### config.mk
export PLATFORM = sky130hd
export DESIGN_NAME = hazard_ctrl_unit_flat
export DESIGN_NICKNAME = d
export VERILOG_FILES = /design/src/rtl/hazard_ctrl_unit_if.sv /design/src/rtl/hazard_ctrl_unit.sv /design/src/flat_wrapper.sv
export SDC_FILE = /design/constraint.sdc
export NUM_CORES = 1
export LEC_CHECK = 0
export BUFFER_PORTS_ARGS = -buffer_cell sky130_fd_sc_hd__buf_2
export CAP_MARGIN = 20
export CORE_MARGIN = 10
export CORE_UTILIZATION = 39
export CTS_CLUSTER_SIZE = 24
export DETAILED_ROUTE_END_ITERATION = 10
export GPL_TIMING_DRIVEN = 0
export PLACE_DENSITY = 0.8
export SLEW_MARGIN = 30
export SYNTH_ARGS = -nofsm -noshare
export SYNTH_HDL_FRONTEND = slang
export SYNTH_SLANG_ARGS = --single-unit
### constraint.sdc
create_clock -name clk -period 2.03 [get_ports clk]
set_input_delay 0.406 -clock clk [delete_from_list [all_inputs] [get_ports clk]]
set_output_delay 0.406 -clock clk [all_outputs]
set_load 0.02 [all_outputs]
### src/rtl/hazard_ctrl_unit_if.sv
// hazard_ctrl_unit_if: core-side hazard inputs and pipeline-control outputs of the hazard sequencer.
interface hazard_ctrl_unit_if #(parameter int REG_AW = 5);
  logic [REG_AW-1:0] rs1_id;
  logic [REG_AW-1:0] rs2_id;
  logic              use_rs1_id;
  logic              use_rs2_id;
  logic [REG_AW-1:0] rd_ex;
  logic              memread_ex;
  logic              branch_taken_ex;
  logic              mem_busy;
  logic              pc_write;
  logic              if_id_write;
  logic              flush_if_id;
  logic              flush_id_ex;
  logic              pipe_hold;
  logic [1:0]        hz_state;
  logic              mem_timeout_err;
  logic [31:0]       perf_stall_cnt;
  logic [31:0]       perf_flush_cnt;
  modport master (
    output rs1_id, rs2_id, use_rs1_id, use_rs2_id, rd_ex, memread_ex, branch_taken_ex, mem_busy,
    input  pc_write, if_id_write, flush_if_id, flush_id_ex, pipe_hold, hz_state, mem_timeout_err,
           perf_stall_cnt, perf_flush_cnt
  );
  modport slave (
    input  rs1_id, rs2_id, use_rs1_id, use_rs2_id, rd_ex, memread_ex, branch_taken_ex, mem_busy,
    output pc_write, if_id_write, flush_if_id, flush_id_ex, pipe_hold, hz_state, mem_timeout_err,
           perf_stall_cnt, perf_flush_cnt
  );
endinterface

### src/rtl/hazard_ctrl_unit.sv
// hazard_ctrl_unit: 5-stage pipeline sequencer for load-use bubbles, branch squashes and memory waits.
// Define HAZ_PERF_CNT_EN to add the stall/flush performance counters (otherwise the ports read 0).
module hazard_ctrl_unit #(
  parameter int FLUSH_CYCLES = 1,
  parameter int MEM_TIMEOUT  = 16,
  parameter int REG_AW       = 5
) (
  input logic              clk,
  input logic              rst,
  hazard_ctrl_unit_if.slave bus
);
  localparam int WW = $clog2(MEM_TIMEOUT + 1);
  typedef enum logic [1:0] {RUN = 2'd0, FLUSH = 2'd1, MEMWAIT = 2'd2, BAD = 2'd3} state_t;
  state_t        r_state, w_next;
  logic [1:0]    r_flush_cnt, w_flush_cnt;
  logic [WW-1:0] r_wait_cnt;
  logic          r_err, w_load_use, w_pc, w_ifid, w_fif, w_fie, w_hold;
  assign w_load_use = bus.memread_ex && (bus.rd_ex != '0) &&
                      ((bus.use_rs1_id && bus.rs1_id == bus.rd_ex) ||
                       (bus.use_rs2_id && bus.rs2_id == bus.rd_ex));
  always_ff @(posedge clk or negedge rst) begin
    if (!rst) begin
      r_state     <= RUN;
      r_flush_cnt <= 2'd0;
      r_wait_cnt  <= '0;
      r_err       <= 1'b0;
    end else begin
      r_state     <= w_next;
      r_flush_cnt <= w_flush_cnt;
      r_wait_cnt  <= !bus.mem_busy ? '0 : (r_wait_cnt == WW'(MEM_TIMEOUT)) ? r_wait_cnt : r_wait_cnt + 1'b1;
      r_err       <= r_err | (r_wait_cnt == WW'(MEM_TIMEOUT));
    end
  end
  // MEMWAIT shares RUN rules: busy keeps holding, release acts on the current inputs.
  always_comb begin
    w_next      = RUN;
    w_flush_cnt = r_flush_cnt;
    w_pc        = 1'b1;
    w_ifid      = 1'b1;
    w_fif       = 1'b0;
    w_fie       = 1'b0;
    w_hold      = 1'b0;
    case (r_state)
      RUN, MEMWAIT: begin
        if (bus.mem_busy) begin
          w_hold = 1'b1;
          w_pc   = 1'b0;
          w_ifid = 1'b0;
          w_next = MEMWAIT;
        end else if (bus.branch_taken_ex) begin
          w_fif = 1'b1;
          w_fie = 1'b1;
          if (FLUSH_CYCLES != 0) begin
            w_flush_cnt = 2'(FLUSH_CYCLES);
            w_next      = FLUSH;
          end
        end else if (w_load_use) begin
          w_pc   = 1'b0;
          w_ifid = 1'b0;
          w_fie  = 1'b1;
        end
      end
      FLUSH: begin
        w_fif = 1'b1;
        w_fie = 1'b1;
        if (bus.mem_busy) begin
          w_hold = 1'b1;
          w_pc   = 1'b0;
          w_ifid = 1'b0;
          w_next = FLUSH;
        end else begin
          w_flush_cnt = r_flush_cnt - 2'd1;
          w_next      = (r_flush_cnt <= 2'd1) ? RUN : FLUSH;
        end
      end
      default: w_next = RUN;
    endcase
  end
  assign bus.pc_write        = rst & w_pc;
  assign bus.if_id_write     = rst & w_ifid;
  assign bus.flush_if_id     = rst & w_fif;
  assign bus.flush_id_ex     = rst & w_fie;
  assign bus.pipe_hold       = rst & w_hold;
  assign bus.hz_state        = r_state;
  assign bus.mem_timeout_err = r_err;
`ifdef HAZ_PERF_CNT_EN
  logic [31:0] r_stall_cnt, r_flush_cnt_perf;
  // A flush_id_ex without flush_if_id can only be a load-use bubble.
  always_ff @(posedge clk or negedge rst) begin
    if (!rst) begin
      r_stall_cnt      <= 32'd0;
      r_flush_cnt_perf <= 32'd0;
    end else begin
      r_stall_cnt      <= r_stall_cnt + 32'(w_hold | (w_fie & ~w_fif));
      r_flush_cnt_perf <= r_flush_cnt_perf + 32'(w_fif);
    end
  end
  assign bus.perf_stall_cnt = r_stall_cnt;
  assign bus.perf_flush_cnt = r_flush_cnt_perf;
`else
  assign bus.perf_stall_cnt = 32'd0;
  assign bus.perf_flush_cnt = 32'd0;
`endif
endmodule

### src/flat_wrapper.sv
// flat-port wrapper written by rule: the top's interface ports become plain ports
module hazard_ctrl_unit_flat 
#(
  parameter int FLUSH_CYCLES = 1,
  parameter int MEM_TIMEOUT  = 16,
  parameter int REG_AW       = 5
)
  (clk, rst, bus_rs1_id, bus_rs2_id, bus_use_rs1_id, bus_use_rs2_id, bus_rd_ex, bus_memread_ex, bus_branch_taken_ex, bus_mem_busy, bus_pc_write, bus_if_id_write, bus_flush_if_id, bus_flush_id_ex, bus_pipe_hold, bus_hz_state, bus_mem_timeout_err, bus_perf_stall_cnt, bus_perf_flush_cnt);
  hazard_ctrl_unit_if #(.REG_AW(REG_AW)) bus_i ();
  input logic clk;
  input logic rst;
  input wire logic [$bits(bus_i.rs1_id)-1:0] bus_rs1_id;
  input wire logic [$bits(bus_i.rs2_id)-1:0] bus_rs2_id;
  input wire logic [$bits(bus_i.use_rs1_id)-1:0] bus_use_rs1_id;
  input wire logic [$bits(bus_i.use_rs2_id)-1:0] bus_use_rs2_id;
  input wire logic [$bits(bus_i.rd_ex)-1:0] bus_rd_ex;
  input wire logic [$bits(bus_i.memread_ex)-1:0] bus_memread_ex;
  input wire logic [$bits(bus_i.branch_taken_ex)-1:0] bus_branch_taken_ex;
  input wire logic [$bits(bus_i.mem_busy)-1:0] bus_mem_busy;
  output wire logic [$bits(bus_i.pc_write)-1:0] bus_pc_write;
  output wire logic [$bits(bus_i.if_id_write)-1:0] bus_if_id_write;
  output wire logic [$bits(bus_i.flush_if_id)-1:0] bus_flush_if_id;
  output wire logic [$bits(bus_i.flush_id_ex)-1:0] bus_flush_id_ex;
  output wire logic [$bits(bus_i.pipe_hold)-1:0] bus_pipe_hold;
  output wire logic [$bits(bus_i.hz_state)-1:0] bus_hz_state;
  output wire logic [$bits(bus_i.mem_timeout_err)-1:0] bus_mem_timeout_err;
  output wire logic [$bits(bus_i.perf_stall_cnt)-1:0] bus_perf_stall_cnt;
  output wire logic [$bits(bus_i.perf_flush_cnt)-1:0] bus_perf_flush_cnt;
  assign bus_i.rs1_id = bus_rs1_id;
  assign bus_i.rs2_id = bus_rs2_id;
  assign bus_i.use_rs1_id = bus_use_rs1_id;
  assign bus_i.use_rs2_id = bus_use_rs2_id;
  assign bus_i.rd_ex = bus_rd_ex;
  assign bus_i.memread_ex = bus_memread_ex;
  assign bus_i.branch_taken_ex = bus_branch_taken_ex;
  assign bus_i.mem_busy = bus_mem_busy;
  assign bus_pc_write = bus_i.pc_write;
  assign bus_if_id_write = bus_i.if_id_write;
  assign bus_flush_if_id = bus_i.flush_if_id;
  assign bus_flush_id_ex = bus_i.flush_id_ex;
  assign bus_pipe_hold = bus_i.pipe_hold;
  assign bus_hz_state = bus_i.hz_state;
  assign bus_mem_timeout_err = bus_i.mem_timeout_err;
  assign bus_perf_stall_cnt = bus_i.perf_stall_cnt;
  assign bus_perf_flush_cnt = bus_i.perf_flush_cnt;
  hazard_ctrl_unit #(.FLUSH_CYCLES(FLUSH_CYCLES), .MEM_TIMEOUT(MEM_TIMEOUT), .REG_AW(REG_AW)) u_core (.clk(clk), .rst(rst), .bus(bus_i));
endmodule
==> run metrics, run 1 <==
status finished with violations; failing checks negative setup slack; First-pass DRT Iterations 3; Seq/Total Area, Yosys 21.62%; total negative slack -0.07075 ns; Die X 74.48 um; Cell Rows 19; Layout fillers 275; vias in the first global route 979; vias 960; RSZ-0062 raised after global routing true; total track usage 10.61%; synthesized flop and latch total 10; DP HPWL 2.568 mm; r2r worst-path depth 6; Max-slew headroom around 64%; final number of max-transition violations 0; Mapped Cells 140; num ports 94; Routed WL slightly below 3 mm; Die ar. 0.005547 mm2; Post-synth EDFFs 0; critical path fanouts, max 2; CTS buffer count 3; layout cells sized above 1 43.10%; clk root buf clkbuf_4; Unique masters post-synth 30; commonest non-fill, non-tap cell in the layout buf_4; Max-Cap Viols 0; critical path class in -> out; CP Launch Type input pin; Peak Freq about 480 MHz; Final Hold Viols 0; Max clock buf depth 2; Tcrit/Tclk final 102.3%; fin nets 265; skew final 0.006233 ns; Multi-input gate area roughly 660 um2; most frequent cells in the layout buf_4, conb_1, buf_2, xnor2_1, dfrtp_1; # diodes 0; clk slew on worst S/H paths 0.08 ns; Clock Latency Late Sink 0.27 ns; Final setup viols 2; Avg Inst Size Synth 8.267 um2; Crit. End Element primary output; height of the die 74.48 um; DR vias/cell 3.556; VDD IR max roughly 0.26 mV; Initial Util 41.26%; asr flop ratio synth 100.0%; total power 0.8181 mW; Residual DRC 0; Final min period slightly above 2 ns; Synth warnings 0; clock sink total 10; first-pass GRT wire length 4.616 mm; Slew @ Worst Pin 0.5309 ns; final worst slack -0.04675 ns; final core occ between 60% and 70%; Area Overhead vs Synth 47.03%; Placeable Area 0.002805 mm2; Worst Path Arrival 1.67 ns; GPL Wtd Cong 0.8112; Leakage a little over 1 nW; number of port buffers 29; drt wl/cell 11.01 um; cell area after synthesis ~0.0012 mm2; total grt overflow 0; pin count of the biggest net entering global routing 11; worst hold path class in -> reg; CTS tree done; FF+latch area 250.2 um2; # H-tree levels 1; Routed Antenna Nets 0; 1st-iter DRT viols 12; power density over the cells 480.8 mW/mm2; antenna violations before repair 0; Hold Path Stages 2; CP required 1.62 ns; ys flop type dfrtp_1
## cells in the mapped netlist, drive strengths merged (2+ instances only)
| library cell | number | area share [%] |
|---|---|---|
| nor2 | 6 | 1.9 |
| ha | 3 | 3.2 |
| buf | 65 | 42 |
| dfrtp | 10 | 22 |
| nand2 | 9 | 2.9 |
| o21ai | 2 | 0.86 |
| and2 | 4 | 2.2 |
| nand4 | 2 | 1.1 |
| xnor2 | 13 | 9.8 |
| inv | 4 | 1.3 |
| nand3 | 2 | 0.86 |
| nor2b | 3 | 1.6 |
## state kept, by name (all words and copies together) (netlist names)
signal / count
u_core.r_wait_cnt: 5
u_core.bus.hz_state: 2
u_core.r_flush_cnt: 2
u_core.bus.mem_timeout_err: 1
## timing repair
item,4_1_cts,5_1_grt
pin swaps,4,3
hold buffers,2,0
endpoints found under the setup margin,3,3
setup buffers,1,0
gates resized for setup,10,3
endpoints found under the hold margin,6,0
## power by group
group	total [mW]	leakage, nW	internal (mW)	switching (mW)
Combinational	0.389	0.877	0.173	0.216
Clock	0.188	0.0210	0.109	0.0791
Sequential	0.241	0.130	0.219	0.0219
## kinds of logic (layout without fill, tap and decap cells)
group | after synthesis | after routing | share of synthesized area [%]
AOI/OAI and AO/OA | 10 | 10 | 5.947
xor gates and xnor gates | 14 | 14 | 10.59
adders and majority gates | 3 | 3 | 3.244
buffers and inverters | 70 | 106 | 43.78
DFF | 10 | 10 | 21.62
muxes | 1 | 1 | 0.8649
other | 1 | 64 | 0.3240
and+or+nand+nor | 31 | 31 | 13.62
## critical path, cell delays in order
cell,delay [ns]
buf_8,0.09
or4_1,0.51
o21a_1,0.22
and2_1,0.15
a21o_1,0.16
buf_6,0.13
## final timing paths
| path | from | end | slack [ns] |
|---|---|---|---|
| max | bus_rd_ex[4] | bus_flush_id_ex | -0.05 |
| min | bus_branch_taken_ex | u_core.bus.hz_state[0] | 0.37 |
| max reg2reg | u_core.r_wait_cnt[0] | u_core.r_wait_cnt[1] | 0.52 |
| min reg2reg | u_core.bus.mem_timeout_err | u_core.bus.mem_timeout_err | 0.47 |
| max in group asynchronous | rst | u_core.r_flush_cnt[0] | 1.22 |
| min in group asynchronous | rst | u_core.r_wait_cnt[0] | 0.58 |
## stage by stage
stage	instances	cell area [um2]	hold WS, ns	worst slack, ns
after floorplan	203	1409	0.1104	0.05448
after global placement	263	1593	0.2898	-0.1081
after detailed placement	263	1593	0.2957	-0.1117
after CTS	270	1692	0.3745	-0.08058
after global routing	270	1702	0.3795	-0.08959
final	270	1702	0.3710	-0.04675
## layout make-up
class	instances	area share (%)
Multi-Input combinational cell	123	38.68
Buffer	66	29.12
Sequential cell	10	14.71
Timing Repair Buffer	32	12.21
Tap cell	31	2.279
Clock buffer	4	2.132
Inverter	4	0.8824
## metal layers
metal	up-vias	global-route usage (%)	wire, um
li1	514	-	-
met1	403	8.131	845
met2	41	21.33	1703
met3	2	6.782	402
met4	0	2.521	21
met5	-	0	0
No activity file was read; power rests on OpenSTA's default activity.
==> run 2, diff against run 1 <==
--- a/config.mk
+++ b/config.mk
@@ -6,14 +6,16 @@
 export NUM_CORES = 1
 export LEC_CHECK = 0
 export BUFFER_PORTS_ARGS = -buffer_cell sky130_fd_sc_hd__buf_2
-export CAP_MARGIN = 20
+export CAP_MARGIN = 40
 export CORE_MARGIN = 10
 export CORE_UTILIZATION = 39
 export CTS_CLUSTER_SIZE = 24
 export DETAILED_ROUTE_END_ITERATION = 10
 export GPL_TIMING_DRIVEN = 0
 export PLACE_DENSITY = 0.8
+export SETUP_SLACK_MARGIN = 0.2
 export SLEW_MARGIN = 30
 export SYNTH_ARGS = -nofsm -noshare
 export SYNTH_HDL_FRONTEND = slang
 export SYNTH_SLANG_ARGS = --single-unit
+export TNS_END_PERCENT = 20
==> run 2 against run 1 <==
Net effect: the run still ends with negative setup slack left; final cell count down 0.74%; clock power down 5%; largest power group unchanged; clock skew down 0.0044 ns; worst setup slack better by 0.0075 ns; maximum frequency up 0.36%; sequential power about the same; count of clock-buffer cells in the layout unchanged; cell area down 0.81%; combinational power down 1%; die area unchanged; via count down 2.3%; first-iteration DRC count up 42%; critical path type unchanged.
==> run metrics, run 2 (same netlist as run 1, synthesis figures left out) <==
status finished with violations; failing checks negative setup slack; Residual DRC 0 (unchanged); DP HPWL 2.467 mm (-4.0%); 1st-iter DRT viols 17 (+5); power density over the cells 477.7 mW/mm2 (-0.64%); final worst slack -0.03929 ns (+0.007457 ns); Routed WL 2.774 mm (-6.7%); Slew @ Worst Pin 0.5506 ns (+0.01971 ns); Peak Freq 483.3 MHz (+0.36%); Clock Latency Late Sink 0.26 ns (about the same); number of port buffers 29 (unchanged); clk root buf clkbuf_4; Final setup viols 1 (-1); Routed Antenna Nets 0 (unchanged); Worst Path Arrival 1.66 ns (about the same); Final Hold Viols 0 (unchanged); antenna violations before repair 0 (unchanged); max reg flops 5 (unchanged); clk slew on worst S/H paths 0.07 ns (about the same); pin count of the biggest net entering global routing 14 (+3); vias in the first global route 908 (-7.3%); num ports 94 (unchanged); CTS buffer count 3 (unchanged); final core occ 60.17% (-0.49 points); CP Launch Type input pin; height of the die 74.48 um (unchanged); Initial Util 41.26% (unchanged); r2r worst-path depth 6 (unchanged); DR vias/cell 3.500 (-1.6%); final number of max-transition violations 0 (unchanged); vias 938 (-2.3%); dpl ws -0.1144 ns (-0.002738 ns); drt wl/cell 10.35 um (-6.0%); most flop-heavy register u_core.r_wait_cnt; # H-tree levels 1 (unchanged); clock sink total 10 (unchanged); total grt overflow 0 (unchanged); total power 0.8063 mW (-1.4%); worst hold path class in -> async; Tcrit/Tclk final 101.9% (-0.37 points); CP max stage cell or4_4; skew final 0.001799 ns (-0.004434 ns); Max clock buf depth 2 (unchanged); R2R setup slack 0.52 ns (about the same); total negative slack -0.03929 ns (+0.03146 ns); VDD IR max 0.2474 mV (-6.4%); Die X 74.48 um (unchanged); hold_buf cts 0 (-2); Cell Rows 19 (unchanged); most frequent cells in the layout buf_4, conb_1, buf_2, xnor2_1; Crit. End Element primary output; RSZ-0062 raised after global routing true; Max-Cap Viols 0 (unchanged); critical path class in -> out; first-pass GRT wire length 4.153 mm (-10%); # diodes 0 (unchanged); GPL Wtd Cong 0.8026 (-1.1%); commonest non-fill, non-tap cell in the layout buf_4; fin nets 263 (-0.75%); Final min period 2.069 ns (-0.007457 ns); First-pass DRT Iterations 4 (+1); Area Overhead vs Synth 45.84%; total track usage 9.529% (-1.1 points); Placeable Area 0.002805 mm2 (unchanged); Leakage 1.020 nW (-0.82%); critical path fanouts, max 2 (unchanged); crit-path max cell delay 0.51 ns (about the same); CTS tree done; layout cells sized above 1 44.73% (+1.6 points); Die ar. 0.005547 mm2 (unchanged); Cell Chain, Critical Path buf_8 > or4_4 > o21a_1 > and2_0 > a21o_1 > buf_6; Max-slew headroom 63.01% (-1.3 points); CP required 1.62 ns (about the same)
run 2: report_power, final:
part | leakage (nW) | switching (mW) | internal (mW)
Combinational | 0.870 | 0.214 | 0.171
Clock | 0.0210 | 0.0699 | 0.109
Sequential | 0.128 | 0.0226 | 0.220
run 2: timing repair:
| item | CTS | global route |
|---|---|---|
| setup buffers | 1 | 0 |
| endpoints found under the hold margin | 0 | 0 |
| setup endpoints to repair | 4 | 4 |
| gates resized for setup | 6 | 6 |
| pin swaps | 4 | 3 |
run 2: worst paths after layout:
path	startpoint	endpoint
min in group clk	bus_branch_taken_ex	u_core.bus.hz_state[0]
min	rst	u_core.r_wait_cnt[0]
min reg2reg	u_core.bus.mem_timeout_err	u_core.bus.mem_timeout_err
max in group asynchronous	rst	u_core.bus.hz_state[0]
max reg2reg	u_core.r_wait_cnt[0]	u_core.r_wait_cnt[1]
max	bus_rd_ex[4]	bus_flush_id_ex
run 2: per-stage QoR:
stage          hold slack, ns  cell area [um2]  std cells
6_report             0.002506             1688        268
5_1_grt              0.006107             1688        268
4_1_cts              0.005479             1669        268
3_5_place_dp           0.2921             1597        263
3_3_place_gp           0.2894             1597        263
2_1_floorplan          0.1104             1413        203
run 2: critical path: cells and delay by family:
kind	cells	cell delay (ns)
simple gates	2	0.65
compound gates	2	0.38
buf+inv	2	0.22
run 2: cell type report:
cell class	instances	area (um2)
fill	265	1117
clock buffer	4	36.28
timing repair buffer	30	186.4
tap	31	38.79
inverter	4	15.01
multi-input combinational	123	664.4
buffer	66	495.5
sequential	10	251.5
run 2: metal layers:
layer	vias up	routed length [um]	GRT usage, %
li1	510	-	-
met1	375	832	7.669
met2	49	1421	17.58
met3	4	498	7.048
met4	0	21	3.151
met5	-	0	0
